File: config.mk
export PLATFORM = sky130hd
export DESIGN_NAME = bus_arbiter
export DESIGN_NICKNAME = d
export VERILOG_FILES = /design/src/rtl/bus_pkg.sv /design/src/rtl/bus_arbiter_rr_pick.sv /design/src/rtl/bus_arbiter.sv
export SDC_FILE = /design/constraint.sdc
export NUM_CORES = 1
export LEC_CHECK = 0
export ABC_AREA = 1
export CAP_MARGIN = 20
export CORE_AREA = 3 3 127 129
export DETAILED_ROUTE_END_ITERATION = 7
export DIE_AREA = 0 0 130 132
export DONT_BUFFER_PORTS = 1
export PLACE_DENSITY_LB_ADDON = 0.25
export REMOVE_ABC_BUFFERS = 1
export SETUP_SLACK_MARGIN = 0.02
export SYNTH_ARGS = -nofsm -noshare
export SYNTH_HDL_FRONTEND = slang
export SYNTH_SLANG_ARGS = --single-unit
File: constraint.sdc
create_clock -name clk -period 2.2 [get_ports clk]
set_clock_uncertainty 0.2 [all_clocks]
set_input_delay 0.44 -clock clk [delete_from_list [all_inputs] [get_ports clk]]
set_output_delay 0.44 -clock clk [all_outputs]
set_load 0.01 [all_outputs]
File: src/rtl/bus_pkg.sv
// bus_pkg: arbiter state encoding, AXI protection values and AXI response codes.
package bus_pkg;
  typedef enum logic [2:0] {IDLE, AR, R, AW, B} state_t;
  localparam logic [2:0] PROT_INSN = 3'b100;
  localparam logic [2:0] PROT_DATA = 3'b000;
  localparam logic [1:0] OKAY   = 2'b00;
  localparam logic [1:0] EXOKAY = 2'b01;
  localparam logic [1:0] SLVERR = 2'b10;
  localparam logic [1:0] DECERR = 2'b11;
endpackage

File: src/rtl/bus_arbiter_rr_pick.sv
// rr_pick: combinational one-hot winner, searching upward from ptr with wraparound.
module rr_pick #(
  parameter int NREQ = 2,
  parameter int PW   = $clog2(NREQ)
) (
  input  logic [NREQ-1:0] req,
  input  logic [PW-1:0]   ptr,
  output logic [NREQ-1:0] gnt,
  output logic [PW-1:0]   idx
);
  // descending scan with last-hit-wins leaves the smallest offset from ptr as winner
  always_comb begin
    gnt = '0;
    idx = '0;
    for (int i = NREQ - 1; i >= 0; i--) begin
      if (req[(int'(ptr) + i) % NREQ]) begin
        idx = PW'((int'(ptr) + i) % NREQ);
        gnt = NREQ'(1) << idx;
      end
    end
  end
endmodule

File: src/rtl/bus_arbiter.sv
// bus_arbiter: shares one AXI4-Lite master port among NREQ requesters, one transaction at a time.
// Define ARB_ROUND_ROBIN_EN for round-robin arbitration; otherwise the lowest index wins.
module bus_arbiter
  import bus_pkg::*;
#(
  parameter int NREQ = 2
) (
  input  logic                 clk,
  input  logic                 reset,
  input  logic [NREQ-1:0]      req_valid,
  output logic [NREQ-1:0]      req_ready,
  input  logic [NREQ-1:0]      req_write,
  input  logic [NREQ-1:0][31:0] req_addr,
  input  logic [NREQ-1:0][31:0] req_wdata,
  input  logic [NREQ-1:0][3:0] req_wstrb,
  output logic [NREQ-1:0]      rsp_valid,
  output logic [31:0]          rsp_rdata,
  output logic                 rsp_err,
  output logic                 awvalid,
  input  logic                 awready,
  output logic [31:0]          awaddress,
  output logic [2:0]           awprot,
  output logic                 wvalid,
  input  logic                 wready,
  output logic [31:0]          wdata,
  output logic [3:0]           wstrb,
  input  logic                 bvalid,
  output logic                 bready,
  input  logic [1:0]           bresp,
  output logic                 arvalid,
  input  logic                 arready,
  output logic [31:0]          araddress,
  output logic [2:0]           arprot,
  input  logic                 rvalid,
  output logic                 rready,
  input  logic [31:0]          rdata,
  input  logic [1:0]           rresp
);
  localparam int PW = $clog2(NREQ);
  state_t state, nxt;
  logic [PW-1:0] gidx, pick_idx, ptr;
  logic [NREQ-1:0] pick;
  logic [31:0] addr_q, wdata_q;
  logic [3:0] wstrb_q;
  logic aw_done, w_done, accept, aw_fin, w_fin;
  rr_pick #(.NREQ(NREQ), .PW(PW)) u_pick (
    .req(req_valid),
    .ptr(ptr),
    .gnt(pick),
    .idx(pick_idx)
  );
`ifdef ARB_ROUND_ROBIN_EN
  always_ff @(posedge clk or negedge reset) begin
    if (!reset) ptr <= '0;
    else if (accept) ptr <= (pick_idx == PW'(NREQ - 1)) ? '0 : pick_idx + 1'b1;
  end
`else
  assign ptr = '0;
`endif
  assign accept = state == IDLE && |req_valid;
  // gated by reset so a held request cannot show a ready pulse while in reset
  assign req_ready = (accept && reset) ? pick : '0;
  assign aw_fin = aw_done || awready;
  assign w_fin = w_done || wready;
  assign awvalid = state == AW && !aw_done;
  assign wvalid = state == AW && !w_done;
  assign bready = state == B;
  assign arvalid = state == AR;
  assign rready = state == R;
  assign awaddress = addr_q;
  assign araddress = addr_q;
  assign wdata = wdata_q;
  assign wstrb = wstrb_q;
  assign arprot = (arvalid && gidx == '0) ? PROT_INSN : PROT_DATA;
  assign awprot = (awvalid && gidx == '0) ? PROT_INSN : PROT_DATA;
  always_comb begin
    nxt = state;
    case (state)
      IDLE:    if (|req_valid) nxt = req_write[pick_idx] ? AW : AR;
      AR:      if (arready) nxt = R;
      R:       if (rvalid) nxt = IDLE;
      AW:      if (aw_fin && w_fin) nxt = B;
      B:       if (bvalid) nxt = IDLE;
      default: nxt = IDLE;
    endcase
  end
  always_ff @(posedge clk or negedge reset) begin
    if (!reset) begin
      state     <= IDLE;
      gidx      <= '0;
      addr_q    <= '0;
      wdata_q   <= '0;
      wstrb_q   <= '0;
      aw_done   <= 1'b0;
      w_done    <= 1'b0;
      rsp_valid <= '0;
      rsp_rdata <= '0;
      rsp_err   <= 1'b0;
    end else begin
      state     <= nxt;
      rsp_valid <= '0;
      rsp_err   <= 1'b0;
      if (accept) begin
        gidx    <= pick_idx;
        addr_q  <= req_addr[pick_idx];
        wdata_q <= req_wdata[pick_idx];
        wstrb_q <= req_wstrb[pick_idx];
        aw_done <= 1'b0;
        w_done  <= 1'b0;
      end
      if (state == AW) begin
        aw_done <= aw_fin;
        w_done  <= w_fin;
      end
      if (state == R && rvalid) begin
        rsp_valid <= NREQ'(1) << gidx;
        rsp_rdata <= rdata;
        rsp_err   <= rresp != OKAY;
      end
      if (state == B && bvalid) begin
        rsp_valid <= NREQ'(1) << gidx;
        rsp_rdata <= '0;
        rsp_err   <= bresp != OKAY;
      end
    end
  end
endmodule

==> metrics.cfg, run 1 <==
[routing]
viasPerCell = 4.88
drt_iter0_drc = 185
routed_wl_um = 14900
wl_per_cell_um = 16.6
num_vias = 4386
firstDrtPassIters = 7
route.detailed.drc = 0
ant_nets = 0

[sta]
rsz0062_at_grt = yes
fmax_mhz = 483
totalNegativeSetupSlack_ns = 0
setup_ws_ns = 0.131
slew_headroom_pct = 64.2
whs_ns = -0.412
worst_pin_slew_ns = 0.536
hold_viol = 109
slew_viol_final = 0
period_share_pct = 94.0
layout_min_cycle_time_ns = 2.07
finalSetupViolCount = 0

[clocking]
cts.path.max_buffers = 2
clock_sink_count = 109
postCtsSetupBuffers = 0
clk_pin_slew_ns = 0.07
cts_made_buffers = 9
clk_latency_ns = 0.34
ctsHtreeMaxLevel = 3
cts-root-buf = clkbuf_16
cts_tree = done

[place]
gp_congestion = 0.764
io_buffer_count = 0
dp.cells = 882
dpl.hpwl_um = 10700
dp_slack_ns = 0.233

[worst_setup_path]
cp.arrival_ns = 1.43
cpPeakStageDelay_ns = 0.46
crit_slowest_cell = dfrtp_1
cp-start-kind = flop
cp_max_fo = 5
path_cells = nor3_4 -> nand2_1 -> nor2_1
r2r_slack_ns = 0.30
critPathKind = flop to primary output
endpoint_kind = primary output
path_buf_inv = 0
cp.required_ns = 1.56
path_delay_family = simple AND/OR/NAND/NOR gates

[die]
dieArea_um2 = 17200
die_x_um = 130
die_h_um = 132
core_area_um2 = 15100
num_rows = 45
num_io_pins = 331
start_util_pct = 35.9

[logic_synthesis]
ys_types = 20
synth_top_family_by_area = simple AND/OR/NAND/NOR gates
syn_area_um2 = 5440
synthXorXnorAreaFrac_pct = 0
netlist_top_cells_area = dfrtp_1, nand2_1, buf_4
synth_compound_area_share_pct = 1.06
synth_adder_area_share_pct = 0
synth_top_area_share_pct = 50.1
synth_edf_count = 0
synth-simple-area-share_pct = 38.9
synthArstFlopShare_pct = 100
synth.top_cells.by_count = nand2_1, dfrtp_1, buf_4
avgSynthCellArea_um2 = 7.18
yosys_most_used_dff = dfrtp_1
synth.mux.area_fraction_pct = 0
synth_cells = 757
yosys_warnings = 0
synth_area_leader_cell = dfrtp_1
ys_seq_area_share_pct = 50.1
synth_most_common_cell = nand2_1
ys_ff_latch = 109

[final_layout]
diodes = 0
syn_to_final_growth_pct = 3.40
nets = 888
fillers = 1609
final_cells = 898
final_util_pct = 37.1
drive_gt1_share_pct = 4.93

[global_route]
antenna_found_initial = 0
grt_remaining_overflow = 0
grt.met3_usage_pct = 4.21
grtUsageTotal_pct = 16.2
grt_max_degree = 111
grt-busiest-layer = met2
grt_pass1_vias = 4107
grt_pass1_wl_um = 21900
grt_use_met1_pct = 18.3
use_met2_pct = 29.5

[pwr]
combPwrFrac_pct = 28.2
power_w = 0.00814
power_switching_w = 0.00365
p_leak_nw = 3.22
power_density_nw_per_um2 = 1450
switching_share_pct = 44.8
clockPowerShare_pct = 18.8
internal-power_w = 0.00449
seq_power_share_pct = 53.1
max-vdd-ir-drop_mv = 0.415

[run]
drv_cap = 0

[status]
violations = negative hold slack
status = finished with violations

[hold_path]
min_path_type = input port to asynchronous set/reset pin

==> metal layers <==
layer / wire (um) / vias to the layer above
li1: - / 2141
met1: 5750 / 2007
met2: 7620 / 225
met3: 1290 / 13
met4: 218 / 0
met5: 0 / -
==> cells in the final DEF (no fill, tap or decap), drive strengths merged <==
cell      instances
nand3            36
nor3              4
clkinv            3
nor2             13
buf               8
nand2           492
o21bai            2
dfrtp           109
o211ai            1
nand3b            1
o21ai             5
clkinvlp          1
conb              4
inv              18
clkbuf           12
o22ai             1
==> power groups by stage <==
| stage | registers [W] | logic (W) | clock network, W |
|---|---|---|---|
| 3_3_place_gp | 0.00436 | 0.00220 | 0 |
| 4_1_cts | 0.00434 | 0.00232 | 0.00160 |
| 3_5_place_dp | 0.00436 | 0.00232 | 0 |
| 5_1_grt | 0.00445 | 0.00266 | 0.00167 |
| 2_1_floorplan | 0.00403 | 0.00171 | 0 |
| 6_report | 0.00432 | 0.00229 | 0.00153 |
==> sequential cells by signal (all words and copies together) (netlist names) <==
register,cells
gidx,1
rsp_rdata,32
araddress,32
state,3
rsp_err,1
wdata,32
aw_done,1
w_done,1
rsp_valid,2
wstrb,4
==> worst reg2reg max path, stage by stage (launching register included) <==
cell and delay (ns):
dfrtp_1 0.46, nor3_4 0.29, o21ai_4 0.10, buf_4 0.23, inv_2 0.12, buf_12 0.24, nand2_1 0.14, nand2_1 0.07
==> worst paths after layout <==
| check | cells after the start | endpoint | start |
|---|---|---|---|
| min in group clk | 2 | rsp_rdata[10]$_DFFE_PN0P_ | rdata[10] |
| max in group asynchronous | 0 | araddress[7]$_DFFE_PN0P_ | reset |
| max | 3 | req_ready[1] | state[1]$_DFFE_PN0P_ |
| min reg2reg | 1 | rsp_valid[0]$_DFF_PN0_ | gidx$_DFFE_PN0P_ |
| max reg2reg | 7 | wdata[4]$_DFFE_PN0P_ | state[1]$_DFFE_PN0P_ |
| min | 0 | rsp_rdata[6]$_DFFE_PN0P_ | reset |
==> kinds of logic (layout without fill, tap and decap cells) <==
group                  Yosys count  after routing
AO/OA/AOI/OAI                    9              9
buffers and inverters           92             42
flip-flops                     109            109
other                            1              4
AND/OR/NAND/NOR                546            546
==> stage by stage <==
step	area (um2)	hold slack (ns)
after global routing	5620	-0.442
after CTS	5610	-0.439
final	5620	-0.412
after floorplan	4980	-0.0556
after detailed placement	5320	-0.0532
after global placement	5320	-0.0528
==> timing repair <==
item	CTS	global route
endpoints found under the hold margin	109	109
cloned	0	0
setup endpoints to repair	1	4
gates resized for setup	1	3
pin swaps	0	0
==> cell type report <==
type	instances	area [um2]	area share (%)
Clock inverter	4	33.8	0.601
Clock buffer	12	246	4.38
Timing Repair Buffer	8	101	1.80
Inverter	18	67.6	1.20
Sequential cell	109	2730	48.5
Tap cell	188	235	4.18
Multi-Input combinational cell	559	2210	39.3
Power figures use the tool's default switching activity.
==> run 2, diff against run 1 <==
- CAP_MARGIN: 20 -> 30
- SETUP_SLACK_MARGIN: 0.02 -> 0.1
==> run 2 against run 1 <==
Compared with the run above: wire length grew 0.15%; combinational power hardly changed; global-route usage hardly changed; the run still ends with negative hold slack left; critical path type unchanged; sequential share of layout area down 0.085 points; sequential power is essentially flat; worst hold slack barely moved; flip-flop and latch count unchanged; setup slack better by 0.057 ns; non-clock buffer count unchanged; clock power about the same; total power grew 0.27%.
==> metrics.cfg, run 2 (synthesized netlist as in run 1, its figures left out) <==
[status]
status = finished with violations
violations = negative hold slack

[hold_path]
min_path_type = input port to asynchronous set/reset pin

[pwr]
max-vdd-ir-drop_mv = 0.414
p_leak_nw = 3.22
power_density_nw_per_um2 = 1450

[routing]
wl_per_cell_um = 16.6
routed_wl_um = 14900
num_vias = 4395
drt_iter0_drc = 193
route.detailed.drc = 0
firstDrtPassIters = 7
ant_nets = 0
viasPerCell = 4.89

[final_layout]
final_cell_mix = nand2_1, dfrtp_1, nand3_1
layout_commonest_cell = nand2_1
nets = 888
final_cells = 898
fillers = 1611
diodes = 0
syn_to_final_growth_pct = 3.68
fin_area_um2 = 5640
final_util_pct = 37.2
regArea_um2 = 2730
drive_gt1_share_pct = 5.35
multi_input_area_um2 = 2220

[worst_setup_path]
endpoint_kind = primary output
path_delay_family = flip-flops
path_cells = nor3_4 -> o21ai_4 -> nor3_4
path_buf_inv = 0
cp.required_ns = 1.56
crit_top_cell = nor3_4
cpPeakStageDelay_ns = 0.46
cp.arrival_ns = 1.37
crit_slowest_cell = dfrtp_2
critPathKind = flop to primary output
cp-start-kind = flop
cp_max_fo = 5

[global_route]
grt_pass1_wl_um = 21900
grt_pass1_vias = 4107
grt_remaining_overflow = 0
grtUsageTotal_pct = 16.2
grt_max_degree = 111
antenna_found_initial = 0

[clocking]
cts_tree = done
clk_latency_ns = 0.34
cts-root-buf = clkbuf_16
clk_pin_slew_ns = 0.07
cts_made_buffers = 9
cts.path.max_buffers = 2
ctsHtreeMaxLevel = 3
clock_sink_count = 109
postCtsSetupBuffers = 0

[sta]
period_share_pct = 91.4
fmax_mhz = 497
slew_headroom_pct = 64.1
rsz0062_at_grt = no
finalSetupViolCount = 0
hold_viol = 109
slew_viol_final = 0
worst_pin_slew_ns = 0.538
totalNegativeSetupSlack_ns = 0
layout_min_cycle_time_ns = 2.01
whs_ns = -0.411

[die]
num_io_pins = 331
die_x_um = 130
start_util_pct = 35.9
core_area_um2 = 15100
dieArea_um2 = 17200
num_rows = 45
die_h_um = 132

[place]
io_buffer_count = 0
dp.cells = 882
placed_area_um2 = 5320
dpl.hpwl_um = 10700
gp_congestion = 0.764

[run]
drv_cap = 0

[run 2: changes by cell type in the layout (fill, tap and decap cells not counted)]
cell / before / now
dfrtp_1: 109 / 107
dfrtp_2: 0 / 2
buf_6: 1 / 0
buf_8: 0 / 1
nor2_1: 13 / 12
nor2_2: 0 / 1
nor3_2: 3 / 2
nor3_4: 1 / 2
[run 2: worst reg2reg max path: stages (launching register included)]
cell     delay [ns]
dfrtp_2        0.46
nor3_4         0.27
o21ai_4        0.11
buf_4          0.23
inv_2          0.12
buf_12         0.24
nand2_1        0.14
nand2_1        0.07
[run 2: per-stage QoR]
step,total power (W),setup slack (ns)
global route,0.00881,0.115
finish,0.00816,0.188
global placement,0.00657,0.311
floorplan,0.00574,-1.10
CTS,0.00829,0.0901
detailed placement,0.00669,0.233
[run 2: worst paths after layout]
path | startpoint | endpoint | slack, ns | depth (start not counted)
worst min register to register | gidx$_DFFE_PN0P_ | rsp_valid[0]$_DFF_PN0_ | 0.32 | 1
worst min-delay path | reset | rsp_rdata[6]$_DFFE_PN0P_ | -0.41 | 0
max in group asynchronous | reset | state[0]$_DFFE_PN0P_ | 2.05 | 0
worst max register to register | state[1]$_DFFE_PN0P_ | wdata[4]$_DFFE_PN0P_ | 0.31 | 7
worst max-delay path | state[1]$_DFFE_PN0P_ | req_ready[0] | 0.19 | 3
min in group clk | rdata[10] | rsp_rdata[10]$_DFFE_PN0P_ | 0.04 | 2
[run 2: where the power goes]
group          leakage [nW]  switching (W)  total [W]  internal [W]
combinational          1.72        0.00153    0.00231      0.000777
sequential             1.37        0.00141    0.00433       0.00292
clock                 0.133       0.000721    0.00153      0.000807
total                  3.22        0.00366    0.00816       0.00451
[run 2: metal layers]
| layer | global-route usage [%] | part of all wire (%) | routed length [um] | up-vias |
|---|---|---|---|---|
| li1 | - | - | - | 2139 |
| met1 | 18.3 | 39 | 5780 | 2020 |
| met2 | 29.5 | 51 | 7630 | 223 |
| met3 | 4.21 | 8.6 | 1280 | 13 |
| met4 | 5.20 | 1.5 | 218 | 0 |
| met5 | 0 | 0 | 0 | - |
[run 2: final cells by class]
type | instances | area share, %
timing repair buffer | 8 | 1.86
clock buffer | 12 | 4.37
tap | 188 | 4.17
sequential | 109 | 48.4
clock inverter | 4 | 0.599
inverter | 18 | 1.20
multi-input combinational | 559 | 39.4
[run 2: what timing repair did]
action | 4_1_cts | 5_1_grt
gates resized for setup | 4 | 5
cloned | 0 | 0
pin swaps | 0 | 0
hold endpoints to repair | 109 | 109
endpoints found under the setup margin | 3 | 6
==> run 3, diff against run 2 <==
- HOLD_SLACK_MARGIN: not set -> 0.12
- clock period: 2.2 -> 2.45 ns (I/O delays scaled with it)
==> run 3 against run 2 <==
Compared with the run above: the run still ends with negative hold slack left; cell count up 5.9%; flip-flop and latch count is the same; setup slack worse by 0.0093 ns; wire length increased by 5.9%; worst hold slack improved by 0.046 ns; first-iteration DRC count grew 2.1%; critical path type unchanged; critical endpoint unchanged; highest routed layer unchanged.
==> metrics.cfg, run 3 (synthesized netlist as in run 1, its figures left out) <==
[final_layout]
final_cells = 951
final_cell_mix = nand2_1, dfrtp_1, dlygate4sd3_1
nets = 941
fin_area_um2 = 6160
diodes = 0
multi_input_area_um2 = 2200
syn_to_final_growth_pct = 13.2
regArea_um2 = 2730
drive_gt1_share_pct = 4.46
final_util_pct = 40.7
fillers = 1514
layout_commonest_cell = nand2_1

[sta]
slew_headroom_pct = 50.3
finalSetupViolCount = 0
layout_min_cycle_time_ns = 2.27
hold_viol = 109
whs_ns = -0.365
fmax_mhz = 440
slew_viol_final = 0
period_share_pct = 92.7
rsz0062_at_grt = no
worst_pin_slew_ns = 0.745

[worst_setup_path]
cp.required_ns = 1.76
cp-start-kind = flop
cp_max_fo = 5
cp.arrival_ns = 1.58
endpoint_kind = primary output
critPathKind = flop to primary output
regToRegStartpoint = state[1]$_DFFE_PN0P_
crit_path_start = state[1]$_DFFE_PN0P_

[run]
drv_cap = 0

[die]
start_util_pct = 35.9
die_h_um = 132
core_area_um2 = 15100
num_io_pins = 331
dieArea_um2 = 17200
die_x_um = 130
num_rows = 45

[place]
gp_congestion = 0.798
placed_area_um2 = 5300
io_buffer_count = 0
dpl.hpwl_um = 10600
dp.cells = 881

[routing]
routed_wl_um = 15800
ant_nets = 0
drt_iter0_drc = 197
viasPerCell = 4.91
firstDrtPassIters = 5
wl_per_cell_um = 16.6
route.detailed.drc = 0
num_vias = 4668

[pwr]
max-vdd-ir-drop_mv = 0.464
p_leak_nw = 3.40
power_density_nw_per_um2 = 1230

[clocking]
cts-root-buf = clkbuf_16
cts.path.max_buffers = 2
cts_made_buffers = 9
cts_tree = done
ctsHtreeMaxLevel = 3
clock_sink_count = 109
clk_latency_ns = 0.34
clk_pin_slew_ns = 0.07
postCtsSetupBuffers = 0
cts_hold_buf = 54

[global_route]
grt_pass1_vias = 4540
grt_remaining_overflow = 0
grt_pass1_wl_um = 23500
antenna_found_initial = 0
grt_max_degree = 111
grtUsageTotal_pct = 17.4

[hold_path]
min_path_type = input port to asynchronous set/reset pin

[status]
status = finished with violations
violations = negative hold slack

## run 3: cell types whose count changed in the layout (fill, tap and decap cells not counted), moves of 2 or more
cell           before  now
dlygate4sd3_1       0   54
inv_6               0    3
clkbuf_1            2    0
dfrtp_1           107  109
dfrtp_2             2    0
nor3_1              0    2
nor3_4              2    0
## run 3: worst paths after layout
| check | slack (ns) | endpoint | cells past startpoint |
|---|---|---|---|
| worst max-delay path | 0.18 | req_ready[0] | 3 |
| worst min-delay path | -0.36 | rsp_rdata[23]$_DFFE_PN0P_ | 0 |
| worst max register to register | 0.23 | rsp_rdata[26]$_DFFE_PN0P_ | 8 |
| worst min register to register | 0.30 | rsp_valid[0]$_DFF_PN0_ | 1 |
| max in group asynchronous | 2.26 | wdata[4]$_DFFE_PN0P_ | 0 |
| min in group clk | 0.14 | araddress[18]$_DFFE_PN0P_ | 4 |
## run 3: metrics by stage
step	worst slack [ns]	setup TNS, ns	power (W)
6_report	0.179	0	0.00756
5_1_grt	0.118	0	0.00813
4_1_cts	0.132	0	0.00765
3_5_place_dp	0.297	0	0.00599
3_3_place_gp	0.357	0	0.00589
2_1_floorplan	-0.948	-54.98	0.00516
## run 3: routing by layer
| layer | routed length (um) | track usage, % | up-vias |
|---|---|---|---|
| li1 | - | - | 2249 |
| met1 | 6020 | 18.7 | 2143 |
| met2 | 8000 | 31.5 | 251 |
| met3 | 1380 | 4.94 | 25 |
| met4 | 386 | 6.99 | 0 |
| met5 | 0 | 0 | - |
## run 3: area by class of cell
type,instances,area share (%)
clock inverter,6,1.14
multi-input combinational,559,35.7
sequential,109,44.3
tap,188,3.82
clock buffer,10,3.88
timing repair buffer,61,10.0
inverter,18,1.18
## run 3: what timing repair did
item | CTS | global route
gates resized for setup | 0 | 3
setup endpoints to repair | 0 | 10
hold endpoints to repair | 142 | 109
## run 3: critical path, cell delays in order (launching register included)
cell and delay [ns]:
dfrtp_1 0.45, nor3_2 0.35, o21ai_4 0.09, nor3_1 0.35
## run 3: power by group
group          switching, W  leakage (nW)  internal, W
combinational       0.00141          1.88     0.000765
clock              0.000667         0.153     0.000830
sequential          0.00126          1.37      0.00262
total               0.00334          3.40      0.00422
